==> src/rtl/hex_snake_pkg.sv <==
`default_nettype none
// ============================================================================
//  Module      : hex_snake_pkg
//  Description : Shared types, constants and rotate helpers for the
//                hex_snake_controller block.
//  Contents    : state_t (IDLE/RUN/PAUSE), PATTERN_W, NUM_HEX,
//                RESET_PATTERN, rotl(), rotr()
//  Revision    : 1.0 - initial release
// ============================================================================
package hex_snake_pkg;

  localparam int PATTERN_W = 7;
  localparam int NUM_HEX   = 6;

  localparam logic [PATTERN_W-1:0] RESET_PATTERN = 7'h01;

  typedef enum logic [1:0] {
    ST_IDLE  = 2'd0,
    ST_RUN   = 2'd1,
    ST_PAUSE = 2'd2
  } state_t;

  // Rotate left by one: MSB wraps into bit 0.
  function automatic logic [PATTERN_W-1:0] rotl(input logic [PATTERN_W-1:0] p);
    return {p[PATTERN_W-2:0], p[PATTERN_W-1]};
  endfunction

  // Rotate right by one: bit 0 wraps into the MSB.
  function automatic logic [PATTERN_W-1:0] rotr(input logic [PATTERN_W-1:0] p);
    return {p[0], p[PATTERN_W-1:1]};
  endfunction

endpackage : hex_snake_pkg
`default_nettype wire

==> src/rtl/hex_snake_controller_key_conditioner.sv <==
`default_nettype none
// ============================================================================
//  Module      : key_conditioner
//  Description : Two-flop synchroniser, level debouncer and press-pulse
//                generator for one active-low push button.
//  Ports       : clk      - clock
//                rst      - synchronous active-high reset
//                i_key_n  - raw asynchronous button level (0 = pressed)
//                o_press  - one-cycle pulse per accepted press
//  Revision    : 1.0 - initial release
// ============================================================================
module key_conditioner #(
  parameter int DEBOUNCE_CYCLES = 50_000
) (
  input  logic clk,
  input  logic rst,
  input  logic i_key_n,
  output logic o_press
);

  localparam int CW = (DEBOUNCE_CYCLES > 1) ? $clog2(DEBOUNCE_CYCLES + 1) : 1;
  localparam logic [CW-1:0] C_LAST = CW'(DEBOUNCE_CYCLES - 1);

  logic          r_sync1;
  logic          r_sync2;
  logic          r_stable;
  logic          r_stable_d;
  logic          r_armed;
  logic [CW-1:0] r_cnt;
  logic          r_press;

  // The synchroniser resets to the pressed level and the conditioner starts
  // disarmed: it only arms after DEBOUNCE_CYCLES consecutive released
  // samples, so a key held across reset release cannot produce a press.
  always_ff @(posedge clk) begin
    if (rst) begin
      r_sync1    <= 1'b0;
      r_sync2    <= 1'b0;
      r_stable   <= 1'b1;
      r_stable_d <= 1'b1;
      r_armed    <= 1'b0;
      r_cnt      <= '0;
      r_press    <= 1'b0;
    end else begin
      r_sync1    <= i_key_n;
      r_sync2    <= r_sync1;
      r_stable_d <= r_stable;
      r_press    <= r_armed & r_stable_d & ~r_stable;

      if (!r_armed) begin
        if (!r_sync2) begin
          r_cnt <= '0;
        end else if (r_cnt == C_LAST) begin
          r_armed <= 1'b1;
          r_cnt   <= '0;
        end else begin
          r_cnt <= r_cnt + CW'(1);
        end
      end else begin
        if (r_sync2 == r_stable) begin
          r_cnt <= '0;
        end else if (r_cnt == C_LAST) begin
          r_stable <= r_sync2;
          r_cnt    <= '0;
        end else begin
          r_cnt <= r_cnt + CW'(1);
        end
      end
    end
  end

  assign o_press = r_press;

endmodule : key_conditioner
`default_nettype wire

==> src/rtl/hex_snake_controller.sv <==
`default_nettype none
// ============================================================================
//  Module      : hex_snake_controller
//  Description : Rotating 7-bit "snake" pattern shown on six seven-segment
//                displays, with run/pause, single step, direction and load
//                buttons and a switch-selected step rate.
//  Ports       : CLK        - clock
//                RST        - synchronous active-high reset
//                SW[9:3]    - load pattern, SW[2:0] speed select
//                KEY[3:0]   - active-low buttons: run/pause, step, dir, load
//                LED[9:0]   - {pattern, direction, PAUSE, RUN}
//                HEX0..HEX5 - active-high segment patterns
//  Revision    : 1.0 - initial release
// ============================================================================
module hex_snake_controller
  import hex_snake_pkg::*;
#(
  parameter int TICK_DIV        = 1_000_000,
  parameter int DEBOUNCE_CYCLES = 50_000
) (
  input  logic       CLK,
  input  logic       RST,
  input  logic [9:0] SW,
  input  logic [3:0] KEY,
  output logic [9:0] LED,
  output logic [6:0] HEX0,
  output logic [6:0] HEX1,
  output logic [6:0] HEX2,
  output logic [6:0] HEX3,
  output logic [6:0] HEX4,
  output logic [6:0] HEX5
);

  localparam int PW = $clog2(TICK_DIV);
  localparam logic [PW-1:0] C_PRESC_LAST = PW'(TICK_DIV - 1);

  state_t                r_state;
  state_t                w_state_next;
  logic [PW-1:0]         r_presc;
  logic [2:0]            r_cnt;
  logic                  r_dir;      // 1 = right
  logic [PATTERN_W-1:0]  r_pattern;

  logic [3:0]            w_press;
  logic                  w_base_tick;
  logic                  w_timer_step;
  logic                  w_man_step;
  logic                  w_enter_run;
  logic [PATTERN_W-1:0]  w_load_val;
  logic [PATTERN_W-1:0]  w_hex [NUM_HEX];

  for (genvar gi = 0; gi < 4; gi++) begin : g_key
    key_conditioner #(
      .DEBOUNCE_CYCLES (DEBOUNCE_CYCLES)
    ) u_key (
      .clk     (CLK),
      .rst     (RST),
      .i_key_n (KEY[gi]),
      .o_press (w_press[gi])
    );
  end

  // FSM next state
  always_comb begin
    w_state_next = r_state;
    if (w_press[0]) begin
      case (r_state)
        ST_IDLE:  w_state_next = ST_RUN;
        ST_RUN:   w_state_next = ST_PAUSE;
        ST_PAUSE: w_state_next = ST_RUN;
        default:  w_state_next = ST_IDLE;
      endcase
    end
  end

  always_ff @(posedge CLK) begin
    if (RST) begin
      r_state <= ST_IDLE;
    end else begin
      r_state <= w_state_next;
    end
  end

  assign w_base_tick  = (r_presc == C_PRESC_LAST);
  assign w_timer_step = (r_state == ST_RUN) && w_base_tick && (r_cnt >= SW[2:0]);
  assign w_man_step   = w_press[1] && (r_state != ST_RUN);
  assign w_enter_run  = (r_state != ST_RUN) && (w_state_next == ST_RUN);
  assign w_load_val   = (SW[9:3] == '0) ? RESET_PATTERN : SW[9:3];

  always_ff @(posedge CLK) begin
    if (RST) begin
      r_presc   <= '0;
      r_cnt     <= '0;
      r_dir     <= 1'b0;
      r_pattern <= RESET_PATTERN;
    end else begin
      // Prescaler free-runs in every state; it restarts on entry to RUN so
      // the first step is a full period after the button press.
      if (w_enter_run || w_base_tick) begin
        r_presc <= '0;
      end else begin
        r_presc <= r_presc + PW'(1);
      end

      // The count never exceeds 7, so a 3-bit counter cannot wrap before
      // the >= comparison fires.
      if (w_enter_run) begin
        r_cnt <= '0;
      end else if ((r_state == ST_RUN) && w_base_tick) begin
        r_cnt <= w_timer_step ? 3'd0 : r_cnt + 3'd1;
      end

      if (w_press[2]) begin
        r_dir <= ~r_dir;
      end

      // A load overrides any step in the same cycle.
      if (w_press[3]) begin
        r_pattern <= w_load_val;
      end else if (w_timer_step || w_man_step) begin
        r_pattern <= r_dir ? rotr(r_pattern) : rotl(r_pattern);
      end
    end
  end

  assign w_hex[0] = r_pattern;
  for (genvar gh = 1; gh < NUM_HEX; gh++) begin : g_hex
    assign w_hex[gh] = rotl(w_hex[gh-1]);
  end

  assign HEX0 = w_hex[0];
  assign HEX1 = w_hex[1];
  assign HEX2 = w_hex[2];
  assign HEX3 = w_hex[3];
  assign HEX4 = w_hex[4];
  assign HEX5 = w_hex[5];

  assign LED = {r_pattern, r_dir, (r_state == ST_PAUSE), (r_state == ST_RUN)};

endmodule : hex_snake_controller
`default_nettype wire
==> config.mk <==
export PLATFORM = sky130hd
export DESIGN_NAME = hex_snake_controller
export DESIGN_NICKNAME = d
export VERILOG_FILES = /design/src/rtl/hex_snake_pkg.sv /design/src/rtl/hex_snake_controller_key_conditioner.sv /design/src/rtl/hex_snake_controller.sv
export SDC_FILE = /design/constraint.sdc
export NUM_CORES = 1
export LEC_CHECK = 0
export BUFFER_PORTS_ARGS = -buffer_cell sky130_fd_sc_hd__buf_2
export CELL_PAD_IN_SITES_DETAIL_PLACEMENT = 1
export CELL_PAD_IN_SITES_GLOBAL_PLACEMENT = 2
export CORE_MARGIN = 4
export CORE_UTILIZATION = 35
export DETAILED_ROUTE_END_ITERATION = 12
export PLACE_DENSITY_LB_ADDON = 0.08
export SYNTH_ARGS = -nofsm -noshare
export SYNTH_HDL_FRONTEND = slang
export SYNTH_SLANG_ARGS = --single-unit
==> constraint.sdc <==
create_clock -name CLK -period 2.28 [get_ports CLK]
set_input_delay 0.228 -clock CLK [delete_from_list [all_inputs] [get_ports CLK]]
set_output_delay 0.228 -clock CLK [all_outputs]
set_load 0.005 [all_outputs]
==> summary.txt <==
Placement
  • Placer Congestion: 0.7236
  • Post-Place Setup Slack: 0.3968 ns
  • PortBufs: 67
  • Hpwl dp: 8156 µm

Layout
  • Commonest non-fill, non-tap cells in the layout: nor2_1 (125), dfxtp_1 (121), buf_2 (67)
  • Most common cell after layout, fill and taps aside: nor2_1
  • Filler Cells Inserted: 1830
  • Share of layout cells above drive strength 1: 17.61%
  • Finished Core Util: 40.96%
  • P&R area growth vs syn: 13.46%
  • Fin nets: 685
  • Antenna cells: 0

Clock network
  • Num CTS Buffers: 17
  • CTS Root Cell: clkbuf_16
  • Clock Sinks: 121
  • CTS Buffer Depth: 2
  • Clk Latency, worst-skew pair: 0.41 ns
  • Setup Fix Bufs, Post-CTS: 0
  • Reg clk slew, reported paths: 0.05 ns
  • PostCTS Resize Cnt: 0
  • CTS Hold Bufs: 0
  • H-tree levels: 4
  • CTS tree: yes

Pwr
  • Leak: 2.337 nW
  • PD cells: 725.4 nW/µm²
  • Comb pwr share: 1.7%
  • Pint: 3.649 mW
  • Net Sw Power: 0.9187 mW
  • Sw Ratio: 20.11%
  • Clk pwr share: 51.4%
  • Power, Total: 4.567 mW
  • Part of the power in registers: 46.9%
  • Max IR drop VDD: 0.5063 mV

Min path
  • Hold path startpoint: KEY[3]
  • Worst min-delay path category: in -> reg
  • Hold path endpoint: g_key[3].u_key.r_sync1
  • Hold Crit Depth: 2

Yosys
  • Post-Syn Nets: 651
  • Yosys cell types: 50
  • Sequential area share after synthesis: 43.65%
  • Synth Register Bits: 121
  • Synth warn: 0
  • Mean Syn Cell Area: 8.879 µm²
  • Most common flop cell mapped by yosys: dfxtp_1
  • Mapped Area: 5549 µm²
  • Post-Syn Instances: 625
  • Async SR Flop Fraction: 0%
  • Number of flops mapped to enable cells by yosys: 0

Global routing
  • Maximum number of pins on one net before global-route repair: 23
  • First-pass GRT wire length: 18780 µm
  • Vias in the first global route: 4077
  • GRT Overall Usage: 12.87%
  • Initial antenna violation count: 0
  • Grt total ovfl: 0

STA
  • Final Hold Vio Count: 0
  • Setup-failing EPs final: 0
  • Unrepaired setup endpoints after global routing: false
  • F_max: 0.5290 GHz
  • Actual slew at the worst max-slew pin: 0.8295 ns
  • Worst slew margin: 44.50%
  • Period Utilization, post-route: 82.92%
  • Worst Clk Skew: 0.007849 ns
  • Min Clock Period, post-route: 1.890 ns
  • Setup total negative slack: 0 ns
  • Max Slew Vio Count: 0
  • Minimum hold slack: 0.03095 ns
  • Final Worst Setup Slack: 0.3895 ns

Routing
  • 1st-iter DRT viols: 113
  • DRT Wirelength: 11130 µm
  • Vias per cell: 4.720
  • Wire per inst: 12.63 µm
  • Total vias in the final route: 4158
  • Initial DRT Pass Iterations: 4
  • Number of remaining DRC errors: 0
  • DRT antenna net count: 0

Die
  • Initial core utilization: 36.10%
  • Die span in x: 133.9 µm
  • Die H: 133.9 µm
  • Io pins: 68
  • # rows: 45
  • Die Area: 17930 µm²
  • CORE AREA: 15370 µm²

Setup path
  • Critical path, cell by cell: inv_1, ha_1, and2b_2, o21ai_4, nand4_4, a211oi_1, a31oi_1
  • Worst EP arrival: 2.14 ns
  • Slowest-stage cell, CP: dfxtp_1
  • Crit path buf inv count: 1
  • Startpoint types: flop
  • Setup Crit Path Kind: reg -> reg
  • Critical path fanouts, max: 14
  • FF-to-FF path depth: 7
  • Worst Setup SP: r_cnt[0]
  • CP top delay family: compound AO/OA/AOI/OAI gates
  • CP max stage delay: 0.37 ns
  • FF-to-FF End: HEX0[0]
  • Worst r2r src: r_cnt[0]
  • Reg2Reg Setup Slack: 0.39 ns
  • Critical Path Sink Type: flop
  • Worst endpoint required time: 2.52 ns

Job
  • Max Cap Viol: 0

Outcome
  • Run status: complete, no violations
-- power groups by stage --
stage / logic (mW) / clock network [mW] / registers (mW)
floorplan: 0.0522 / 0 / 2.18
global placement: 0.0791 / 0 / 2.18
detailed placement: 0.0804 / 0 / 2.18
CTS: 0.0809 / 2.44 / 2.14
global route: 0.0892 / 2.54 / 2.14
finish: 0.0780 / 2.35 / 2.14
-- sequential cells by signal, indices dropped and copies added (netlist names), named ones only --
signal	count
g_key.u_key.r_cnt	64
r_presc	20
HEX0	7
g_key.u_key.o_press	4
g_key.u_key.r_armed	4
g_key.u_key.r_stable	4
g_key.u_key.r_stable_d	4
g_key.u_key.r_sync1	4
g_key.u_key.r_sync2	4
r_cnt	3
r_dir	1
r_state	1
-- layer usage --
metal	up-vias	part of all wire [%]	GRT usage, %
li1	2104	-	-
met1	1943	45	15.17
met2	96	47	21.14
met3	15	6.5	4.389
met4	0	1.8	6.000
met5	-	0	0
-- cell families (layout without fill, tap and decap cells) --
| kind of cell | after synthesis | count (layout) | synth area share, % |
|---|---|---|---|
| AO/OA/AOI/OAI | 35 | 35 | 4.555 |
| XOR/XNOR | 79 | 79 | 12.47 |
| adder cells (fa/ha/maj) | 10 | 10 | 2.255 |
| buffers and inverters | 80 | 125 | 9.177 |
| flip-flops | 121 | 121 | 43.65 |
| multiplexers | 7 | 7 | 1.285 |
| AND/OR/NAND/NOR | 293 | 293 | 26.61 |
-- through the flow --
step	instances	instance area [µm²]
2_1_floorplan	625	5549
3_3_place_gp	851	5778
3_5_place_dp	851	5778
4_1_cts	881	6296
5_1_grt	881	6296
6_report	881	6296
-- cells in the mapped netlist (7+ instances only) --
library cell	instances	area share (%)
clkbuf_1	8	0.54
nor2_1	125	8.5
a21oi_1	13	1.2
nand2_1	42	2.8
and3_1	10	1.1
dfxtp_1	121	44
inv_1	19	1.3
nand4_1	10	1.1
nor2b_1	11	1.2
or3_1	7	0.79
xor2_1	39	6.2
nor3_1	15	1.4
xnor2_1	40	6.3
ha_1	10	2.3
nand3_1	33	3.0
buf_4	46	6.2
-- cell type report --
class	count	area [µm²]	share of cell area, %
Clock inverter	3	15.01	0.2385
Inverter	19	71.32	1.133
Clock buffer	27	503.0	7.989
Tap cell	211	264.0	4.193
Multi-Input combinational cell	424	2618	41.57
Timing Repair Buffer	76	402.9	6.399
Sequential cell	121	2422	38.47
-- worst max-delay path by stage --
stage | endpoint | slack (ns) | cells after the start
after floorplan | HEX0[0] | 0.55 | 8
after global placement | HEX0[0] | 0.46 | 7
after detailed placement | HEX0[0] | 0.40 | 7
after CTS | HEX0[0] | 0.37 | 7
after global routing | HEX0[0] | 0.25 | 7
final | HEX0[0] | 0.39 | 7
No activity file was read; power rests on OpenSTA's default activity.
